===== config.mk =====
export PLATFORM = sky130hd
export DESIGN_NAME = uart_tx_stream
export DESIGN_NICKNAME = d
export VERILOG_FILES = /design/src/rtl/uart_tx_stream.sv
export SDC_FILE = /design/constraint.sdc
export NUM_CORES = 1
export LEC_CHECK = 0
export BUFFER_PORTS_ARGS = -buffer_cell sky130_fd_sc_hd__buf_2
export CAP_MARGIN = 20
export CELL_PAD_IN_SITES_DETAIL_PLACEMENT = 1
export CELL_PAD_IN_SITES_GLOBAL_PLACEMENT = 2
export CORE_ASPECT_RATIO = 2
export CORE_MARGIN = 5
export CORE_UTILIZATION = 36
export DETAILED_ROUTE_END_ITERATION = 6
export MAX_ROUTING_LAYER = met4
export PLACE_DENSITY_LB_ADDON = 0.1
export SLEW_MARGIN = 40
export SYNTH_ARGS = -nofsm -noshare
export SYNTH_HDL_FRONTEND = slang
export SYNTH_SLANG_ARGS = --single-unit

===== constraint.sdc =====
create_clock -name CLK -period 2.4 [get_ports CLK]
set_clock_uncertainty 0.15 [all_clocks]
set_input_delay 0.24 -clock CLK [delete_from_list [all_inputs] [get_ports CLK]]
set_output_delay 0.24 -clock CLK [all_outputs]
set_load 0.01 [all_outputs]

===== src/rtl/uart_tx_stream.sv =====
// UART transmitter fed from a valid/ready stream, with a one-word holding register
// so that consecutive frames go out back-to-back with no idle gap.
module uart_tx_stream #(
  parameter int unsigned CLK_FREQ  = 48_000_000,
  parameter int unsigned BAUD_RATE = 115_200,
  parameter int unsigned DATA_BITS = 8,
  parameter int unsigned PARITY    = 0,
  parameter int unsigned STOP_BITS = 1
) (
  input  logic                 CLK,
  input  logic                 RST,
  input  logic [DATA_BITS-1:0] TX_DATA,
  input  logic                 TX_VALID,
  output logic                 TX_READY,
  output logic                 UART_TX,
  output logic                 TX_BUSY
);

  localparam int unsigned CyclesPerBit = CLK_FREQ / BAUD_RATE;
  localparam int unsigned CntW         = (CyclesPerBit < 2) ? 1 : $clog2(CyclesPerBit);
  localparam int unsigned BitW         = 4;

  localparam logic [CntW-1:0] CntLast  = CntW'(CyclesPerBit - 1);
  localparam logic [BitW-1:0] DataLast = BitW'(DATA_BITS - 1);
  localparam logic [BitW-1:0] StopLast = BitW'(STOP_BITS - 1);

  if (DATA_BITS < 5 || DATA_BITS > 9) begin : g_err_data_bits
    $error("uart_tx_stream: DATA_BITS must be in 5..9");
  end
  if (PARITY > 2) begin : g_err_parity
    $error("uart_tx_stream: PARITY must be 0, 1 or 2");
  end
  if (STOP_BITS != 1 && STOP_BITS != 2) begin : g_err_stop_bits
    $error("uart_tx_stream: STOP_BITS must be 1 or 2");
  end
  if (CyclesPerBit < 2) begin : g_err_cycles
    $error("uart_tx_stream: CLK_FREQ / BAUD_RATE must be at least 2");
  end

  typedef enum logic [2:0] {
    StIdle,
    StStart,
    StData,
    StPar,
    StStop
  } state_e;

  state_e               state_q, state_d;
  logic [CntW-1:0]      cnt_q, cnt_d;
  logic [BitW-1:0]      bit_q, bit_d;
  logic [DATA_BITS-1:0] shift_q, shift_d;
  logic [DATA_BITS-1:0] hold_q, hold_d;
  logic                 hold_full_q, hold_full_d;
  logic                 par_q, par_d;
  logic                 tx_q, tx_d;
  logic                 busy_q, busy_d;

  logic accept;
  logic load;
  logic bit_end;

  assign accept  = TX_VALID && !hold_full_q;
  assign bit_end = (cnt_q == CntLast);

  always_comb begin
    state_d     = state_q;
    cnt_d       = cnt_q;
    bit_d       = bit_q;
    shift_d     = shift_q;
    hold_d      = hold_q;
    hold_full_d = hold_full_q;
    par_d       = par_q;
    tx_d        = tx_q;
    load        = 1'b0;

    if (accept) begin
      hold_full_d = 1'b1;
      hold_d      = TX_DATA;
    end

    unique case (state_q)
      StIdle: begin
        tx_d = 1'b1;
        load = hold_full_q;
      end

      StStart: begin
        if (bit_end) begin
          cnt_d   = '0;
          bit_d   = '0;
          state_d = StData;
          tx_d    = shift_q[0];
        end else begin
          cnt_d = cnt_q + CntW'(1);
        end
      end

      StData: begin
        if (bit_end) begin
          cnt_d = '0;
          if (bit_q == DataLast) begin
            bit_d = '0;
            if (PARITY != 0) begin
              state_d = StPar;
              tx_d    = par_q;
            end else begin
              state_d = StStop;
              tx_d    = 1'b1;
            end
          end else begin
            bit_d   = bit_q + BitW'(1);
            shift_d = shift_q >> 1;
            tx_d    = shift_q[1];
          end
        end else begin
          cnt_d = cnt_q + CntW'(1);
        end
      end

      StPar: begin
        if (bit_end) begin
          cnt_d   = '0;
          bit_d   = '0;
          state_d = StStop;
          tx_d    = 1'b1;
        end else begin
          cnt_d = cnt_q + CntW'(1);
        end
      end

      StStop: begin
        if (bit_end) begin
          cnt_d = '0;
          if (bit_q == StopLast) begin
            // A waiting word starts on the very next edge, giving zero idle cycles.
            if (hold_full_q) begin
              load = 1'b1;
            end else begin
              state_d = StIdle;
              tx_d    = 1'b1;
            end
          end else begin
            bit_d = bit_q + BitW'(1);
          end
        end else begin
          cnt_d = cnt_q + CntW'(1);
        end
      end

      default: begin
        state_d = StIdle;
        tx_d    = 1'b1;
      end
    endcase

    // load only fires when hold_full_q is set, so it never collides with accept.
    if (load) begin
      state_d     = StStart;
      cnt_d       = '0;
      bit_d       = '0;
      shift_d     = hold_q;
      par_d       = (PARITY == 2) ? (^hold_q) : ~(^hold_q);
      hold_full_d = 1'b0;
      tx_d        = 1'b0;
    end

    // Old hold_full keeps busy aligned with the start bit rather than the accept edge.
    busy_d = (state_d != StIdle) || hold_full_q;
  end

  always_ff @(posedge CLK) begin
    if (RST) begin
      state_q     <= StIdle;
      cnt_q       <= '0;
      bit_q       <= '0;
      shift_q     <= '0;
      hold_q      <= '0;
      hold_full_q <= 1'b0;
      par_q       <= 1'b0;
      tx_q        <= 1'b1;
      busy_q      <= 1'b0;
    end else begin
      state_q     <= state_d;
      cnt_q       <= cnt_d;
      bit_q       <= bit_d;
      shift_q     <= shift_d;
      hold_q      <= hold_d;
      hold_full_q <= hold_full_d;
      par_q       <= par_d;
      tx_q        <= tx_d;
      busy_q      <= busy_d;
    end
  end

  assign TX_READY = !hold_full_q;
  assign UART_TX  = tx_q;
  assign TX_BUSY  = busy_q;

endmodule


==> results by stage, run 1 <==
Worst hold path:
- The path with the worst hold slack has its endpoint at hold_full_q.
- The launch point of the worst hold path is TX_VALID.
- Along the worst hold path, the cell count comes to 3.
- The type of the worst min-delay path is input pin to register.

Power:
- The switching power share of the total is 23.99%.
- The analysis attributes to net switching a power of 315.3 µW.
- After layout, the design draws a total of 1.314 mW.
- The largest voltage drop on the vdd net is 0.3572 mV.
- The clock power share is 42.0%.
- Summed over all cells, the static leakage comes to 0.7742 nW.
- In this run, flip-flops and latches consume 47.7% of the power.
- In this run the power density over the cells is 675.5 nW/µm².
- The share of total power dissipated in combinational logic is 10.3%.
- The internal power summed over all cells is 999.0 µW.

Yosys:
- The proportion of netlist area held by the largest area contributor is 40.94%.
- After synthesis, the cell types taking the most area are sky130_fd_sc_hd__dfxtp_1 (41%), sky130_fd_sc_hd__nor2_1 (7.7%), sky130_fd_sc_hd__mux2i_1 (7.6%), sky130_fd_sc_hd__a21oi_1 (4.1%), sky130_fd_sc_hd__a211oi_1 (3.1%).
- In this run, synthesis produced a sequential element count of 35.
- In the synthesized netlist, the number of instances is 198.
- Sequential cells were found to cover 40.94% of the synthesized design area.
- The mapped cell area is 1712 µm².
- The number of enable-type register cells in the synthesized netlist is 0.
- In the synthesized netlist the dominant register cell turns out to be sky130_fd_sc_hd__dfxtp_1.
- The net count after synthesis is 212.
- The biggest area contributor in the post-synthesis netlist is sky130_fd_sc_hd__dfxtp_1.
- The warning count from the yosys run is 0.
- Synthesis instantiated 48 different standard cells from the library.
- Counting instances in the post-synthesis netlist gives the leading cell types as sky130_fd_sc_hd__dfxtp_1 (35), sky130_fd_sc_hd__nor2_1 (35), sky130_fd_sc_hd__a21oi_1 (14).
- Each instance of the synthesized netlist takes up on average 8.645 µm².
- For this run, asynchronously set or reset flops after synthesis account for 0%.

Timing:
- The final-report hold violation count is 0.
- The sum of negative setup slack is 0 ps.
- The total count of max-transition violations in the final report is 0.
- The number of setup violations in the final report is 0.
- The shortest period the worst path allows is 2262 ps.
- The period utilization is 94.24%.
- For this run, the top clock speed supported by timing is 442.1 MHz.
- The worst pin sits at a relative slew slack of 58.72%.
- For the pin with the worst max-slew slack, the measured transition is 614.7 ps.
- Setup repair after global routing left no endpoint under its margin.

Cells and area:
- From synthesis to final layout, the design area changed by 13.67%.
- In the final layout, the share of cells above drive strength 1 is 17.29%.
- After the last flow step, the layout net total stands at 227.
- The repair_antennas step left the layout with diodes totalling 0.
- The sequential cells in the finished layout cover a total of 700.7 µm².
- At the end of the flow the core is filled with cells to 42.31%.
- Fill cells in the final layout number 576.
- Summing all non-filler instances in the final layout gives an area of 1946 µm².
- The area of the multi-input gates is 929.6 µm².
- After the flow finishes, the layout carries non-filler instances totaling 269.

Setup path:
- Data on the critical path arrives at its endpoint at 2340 ps.
- The kind of cell with the highest combined delay along the critical path is simple AND/OR/NAND/NOR gates.
- For the worst flop-to-flop path, the logic depth is 6.
- The worst register-to-register path begins at cnt_q[0].
- Together, buffers and inverters on the worst path number 0.
- The kind of end point of the critical path is a register.
- The largest fanout of any net on the critical path is 10.
- At the worst endpoint, the required time is 2480 ps.
- The stage delay of the slowest cell on the critical path is 530 ps.
- For this design, the slowest cell found on the critical path is sky130_fd_sc_hd__or4_4.
- The worst register-to-register path ends at bit_q[3].
- The signal on the critical path passes through ha_1 > and4_1 > and2_4 > o21ai_2 > or4_4 > a21oi_2.
- STA classifies the critical path startpoint as a register.
- The critical path in this run is classified as register to register.
- In this run the register-to-register setup slack is 140 ps.

Floorplan:
- The floorplan step defined a die boundary enclosing 6317 µm².
- During I/O placement, the number of pins put on the boundary was 14.
- The die span in x is 58.76 µm.
- The initial cell density of the core is 37.22%.
- The floorplan has 35 rows.
- The core region is 4598 µm².
- Measured along the y axis, the die boundary spans 107.5 µm.

Routing:
- After detailed routing, the total wire length is 4.330 mm.
- The detailed router finished its first iteration with 9 violations.
- For this run, design rule violations remaining after detail routing come to 0.
- The number of vias per cell is 5.409.
- In this run the remaining antenna-violating nets after routing total 0.
- The pre-antenna-repair detailed-routing pass consisted of 4 iterations.
- The via count is 1,455.
- The routed wirelength normalized by instance count is 16.10 µm.

CTS:
- The maximum root-to-sink buffer count is 2.
- Buffers inserted to repair hold after CTS numbered 0.
- The tree is rooted in a sky130_fd_sc_hd__clkbuf_8.
- Clock tree synthesis found a total of 35 sinks.
- Clock-pin slew was measured on the worst setup and hold paths at 70 ps.
- The H-tree depth is 2.
- The clock latency on the worst-skew pair is 290 ps.
- Counting the buffers created by CTS gives 5.
- The clock tree from TritonCTS is built.

Place:
- Port buffering added 13 buffers.
- The placed instance count is 261.
- The total placed instance area is 1819 µm².
- At the end of routability-driven placement, the weighted congestion stood at 0.7876.
- The half-perimeter wire length of the detailed placement result is 3.334 mm.

GRT:
- The first global-routing pass estimated 7.438 mm of wire.
- The total overflow left after global routing is 0.
- The number of global-route vias before repair is 1,616.
- The overall routing resource usage is 15.85%.
- The initial antenna violation count is 0.
- Entering global routing, the biggest net connects 23 pins.

Flow run:
- The count of maximum capacitance violations is 0.

Run status:
- The run finished with clean final reports.
==> per-layer routing <==
metal,wire length (µm),GRT usage (%),share of wire [%]
met1,1526,14.10,35
met5,0,-,0
met3,93,2.761,2.1
met2,2539,29.75,59
met4,170,8.914,3.9
==> logic make-up after synthesis <==
| logic type | Yosys count | share of synthesized area [%] |
|---|---|---|
| xor+xnor | 6 | 3.071 |
| simple gates | 84 | 26.46 |
| buf+inv | 18 | 5.262 |
| compound gates | 39 | 14.47 |
| mux | 13 | 7.602 |
| fa+ha+maj | 3 | 2.193 |
| flops | 35 | 40.94 |
==> through the flow <==
| step | setup WS, ps | hold WS [ps] |
|---|---|---|
| finish | 138.3 | 22.33 |
| detailed placement | 156.4 | 316.2 |
| CTS | 122.9 | 22.66 |
| global placement | 217.4 | 313.7 |
| global route | 33.24 | 28.64 |
| floorplan | 397.8 | 205.8 |
==> worst max path at each step <==
stage	startpoint	to	slack (ps)	cells after the start
floorplan	cnt_q[0]	bit_q[3]	400	8
global placement	cnt_q[0]	bit_q[3]	220	6
detailed placement	cnt_q[0]	cnt_q[7]	160	7
CTS	cnt_q[0]	cnt_q[7]	120	7
global route	cnt_q[0]	shift_q[1]	30	6
finish	cnt_q[0]	bit_q[3]	140	6
==> repair_timing <==
item,CTS,global route
resized for setup,0,1
buffers inserted,0,0
endpoints found under the setup margin,0,11
==> area by class of cell <==
cell class,count,share of cell area (%)
multi-input cells,145,47.78
clock inverters,2,1.801
flip-flops and latches,35,36.01
repair buffers,17,4.887
clock buffers,6,4.244
well taps,55,3.537
inverters,9,1.736
==> sequential cells by signal, summed over array words and instances (netlist names) <==
name / count
UART_TX: 1
shift_q: 8
cnt_q: 9
TX_BUSY: 1
hold_q: 8
bit_q: 4
hold_full_q: 1
state_q: 3
==> power by group through the flow <==
stage,Combinational [mW],Clock (mW),Sequential (mW)
final,0.136,0.552,0.627
after global routing,0.154,0.603,0.631
after CTS,0.138,0.575,0.626
after detailed placement,0.138,0,0.640
after global placement,0.132,0,0.639
after floorplan,0.0917,0,0.635
==> worst reg2reg max path, cell delays in order, from the launching register on <==
cell and delay [ps]:
sky130_fd_sc_hd__dfxtp_1 390, sky130_fd_sc_hd__ha_1 220, sky130_fd_sc_hd__and4_1 370, sky130_fd_sc_hd__and2_4 280, sky130_fd_sc_hd__o21ai_2 130, sky130_fd_sc_hd__or4_4 530
sky130_fd_sc_hd__a21oi_2 130
==> cells in the final DEF (no fill, tap or decap), types with 2 or more instances in the layout <==
master / n
sky130_fd_sc_hd__buf_2: 13
sky130_fd_sc_hd__o21ai_0: 5
sky130_fd_sc_hd__a31oi_1: 4
sky130_fd_sc_hd__dfxtp_1: 35
sky130_fd_sc_hd__inv_1: 9
sky130_fd_sc_hd__nand2b_1: 3
sky130_fd_sc_hd__nand3_1: 9
sky130_fd_sc_hd__mux2i_1: 13
sky130_fd_sc_hd__nor2_1: 35
sky130_fd_sc_hd__nor2_2: 2
sky130_fd_sc_hd__xor2_1: 3
sky130_fd_sc_hd__a21oi_1: 14
sky130_fd_sc_hd__nor2b_1: 5
sky130_fd_sc_hd__ha_1: 3
sky130_fd_sc_hd__o22a_1: 2
sky130_fd_sc_hd__nor3b_1: 2
sky130_fd_sc_hd__buf_4: 4
sky130_fd_sc_hd__xnor2_1: 3
sky130_fd_sc_hd__clkbuf_8: 6
sky130_fd_sc_hd__nand2_1: 10
sky130_fd_sc_hd__a211oi_1: 7
sky130_fd_sc_hd__and3b_1: 2
Power figures use the tool's default switching activity.
==> run 2: changes to the inputs <==
CTS_CLUSTER_SIZE = 30   (was not set)
SETUP_SLACK_MARGIN = 0.5   (was not set)
==> run 2 against run 1 <==
Effect of this change: first-iteration DRC count up 89%; die area unchanged; clock power down 24%; sequential power about the same; cell area up 7.3%; routed wire length up 5.9%; cell count up 3.3%; core utilization up 3.1 points; via count up 3.1%; critical endpoint unchanged; highest routed layer unchanged.
==> results by stage, run 2 (synthesized netlist as in run 1, its figures left out) <==
Run status:
- The flow ran to the end, and the final reports show no timing, DRC or antenna violations.

Setup path:
- The data arrival time at the worst-slack endpoint is 1940 ps.
- The data required time of the critical path is 2470 ps.
- Counting both buffers and inverters, the worst setup path holds a total of 0.
- The type of element launching the critical path is a register.
- The worst register-to-register path has a setup slack of 540 ps.
- The worst setup path is captured at a register.
- Walking the worst path, the cells encountered are ha_1 > and3b_1 > o21a_1 > or4_4 > a21oi_2.
- In this design, the stage delay of the slowest critical-path cell is 490 ps.
- The largest fanout of any net on the critical path is 4.
- The kind of cell with the highest combined delay on the critical path is simple AND/OR/NAND/NOR gates.
- The critical path class is register to register.
- The cell type of the slowest stage on the worst timing path is sky130_fd_sc_hd__or4_4.

CTS:
- The TritonCTS buffer count is 5.
- The H-tree was split into 2 levels.
- The maximum root-to-sink buffer count is 2.
- Clock-pin slew was measured on the worst setup and hold paths at 70 ps.
- The clock sink count is 35.
- CTS placed an instance of sky130_fd_sc_hd__clkbuf_8 at the clock tree root.
- The clock tree from TritonCTS is built.
- The clock latency on the worst-skew pair is 280 ps.

GRT:
- The first global-routing pass estimated 7.334 mm of wire.
- The overall routing resource usage is 15.80%.
- The maximum number of pins on one net before global-route repair is 23.
- The number of global-route vias before repair is 1,619.
- The initial antenna violation count came to 0.
- The residual overflow from global routing is 0.

Place:
- The placed instance count is 261.
- The post-placement worst setup slack is 352.6 ps.
- Once placement finished, the instance area stood at 1847 µm².
- The placer congestion estimate is 0.8085.
- The count of buffers from port buffering is 13.
- The half-perimeter wire length of the detailed placement result is 3.286 mm.

Cells and area:
- The non-filler instance count after layout is 278.
- The largest registers in the layout are cnt_q (9), hold_q (8), shift_q (8).
- The number of antenna diodes in the final layout is 0.
- Of the cells placed in the final design, the portion with a size suffix greater than 1 is 27.35%.
- The cell area after layout is 2087 µm².
- The leading cell type in the layout, fill and taps excluded is sky130_fd_sc_hd__nor2_1.
- The register with the most flip-flops in the layout has 9 of them.
- In the layout the commonest cells are sky130_fd_sc_hd__nor2_1 (34), sky130_fd_sc_hd__dfxtp_1 (28), sky130_fd_sc_hd__mux2i_1 (13), sky130_fd_sc_hd__a21oi_1 (13), sky130_fd_sc_hd__buf_2 (13).
- The count of filler cells inserted in the layout is 560.
- The final cell utilization of the core is 45.39%.
- The synthesis-to-layout area growth is 21.93%.
- After the last flow step, the layout net total stands at 236.
- The register ranked first by flip-flop count is cnt_q.

Floorplan:
- Pin placement for this block handled 14 I/O pins.
- The core region is 4598 µm².
- The die span in x is 58.76 µm.
- The initial cell density of the core is 37.22%.
- The die covers 6317 µm².
- The vertical die dimension is 107.5 µm.
- After floorplanning, the core was divided into 35 placement rows.

Timing:
- In the finished design, the share of the clock period the worst path needs comes to 77.65%.
- Setup repair after global routing could not meet its margin everywhere.
- The pin slew with the least headroom to its limit is 400.3 ps.
- The total count of max-transition violations in the final report came to 0.
- The smallest hold slack is 22.46 ps.
- Timing would allow up to 536.6 MHz.
- The worst relative slew slack is 73.18%.
- The final-report hold violation count came to 0.
- The worst path meets setup with 536.4 ps of slack.
- The clock period could shrink to 1864 ps.
- The number of setup violations in the final report is 0.
- The sum of negative setup slack is 0 ps.

Flow run:
- The tool flagged a number of max-cap violations equal to 0.

Power:
- The static leakage power is 0.8265 nW.
- The worst-case IR drop observed on VDD is 0.3473 mV.
- The power density of the placed cells is 569.9 nW/µm².
- The total power draw is 1.189 mW.

Routing:
- The total detailed-routing wirelength is 4.587 mm.
- The number of remaining DRC errors is 0.
- In this run the remaining antenna-violating nets after routing total 0.
- The routed layout has 1,500 vias.
- The routed wirelength normalized by instance count is 16.50 µm.
- For this block, the initial DRC count from the detailed router was 17.
- The first-pass detailed-route iteration total is 4.
- In the routed layout, each cell is associated on average with a via count of 5.396.

Worst hold path:
- The tightest min-delay check is of the input pin to register type.
-- run 2: changes by cell type in the layout (fill, tap and decap cells not counted), moves of 2 or more --
cell / delta
sky130_fd_sc_hd__clkbuf_1: +2
sky130_fd_sc_hd__inv_1: -2
sky130_fd_sc_hd__dfxtp_2: +2
sky130_fd_sc_hd__buf_6: +2
sky130_fd_sc_hd__dfxtp_4: +5
sky130_fd_sc_hd__buf_4: +7
sky130_fd_sc_hd__dfxtp_1: -7
sky130_fd_sc_hd__ha_1: -2
sky130_fd_sc_hd__ha_4: +2
-- run 2: tightest hold or removal path, cell delays in order --
cell and delay, ps:
sky130_fd_sc_hd__buf_2 90, sky130_fd_sc_hd__nor2_1 30, sky130_fd_sc_hd__nor2_1 60
-- run 2: routing by layer --
metal  vias up  track usage, %  share of wire (%)  routed length (µm)
li1        735               -                  -                   -
met1       735           14.38                 34                1563
met2        24           29.59                 62                2855
met3         6           3.001                2.0                  92
met4         0           7.942                1.6                  75
met5         -               -                  0                   0
-- run 2: path summary, 6_finish.rpt --
check | startpoint | end | depth (start not counted)
max | bit_q[0] | bit_q[3] | 5
min | TX_VALID | hold_full_q | 3
max reg2reg | bit_q[0] | bit_q[3] | 5
min reg2reg | shift_q[6] | shift_q[6] | 2
-- run 2: final cells by class --
type	count	area [µm²]	area share, %
clock buffer	7	76.32	3.657
clock inverter	1	5.005	0.2398
inverter	9	36.28	1.739
multi-input combinational	145	1008	48.32
sequential	35	721.9	34.59
tap	55	68.82	3.297
timing repair buffer	26	170.2	8.153
-- run 2: where the power goes --
group | leakage, nW | internal, mW | switching [mW]
clock | 0.0422 | 0.204 | 0.214
combinational | 0.494 | 0.0638 | 0.0838
sequential | 0.290 | 0.603 | 0.0210
total | 0.826 | 0.871 | 0.318
-- run 2: timing repair --
action	4_1_cts	5_1_grt
cloned	0	0
resized for setup	8	19
pin swaps	2	8
buffers inserted	3	6
hold buffers	0	0
endpoints found under the setup margin	24	23
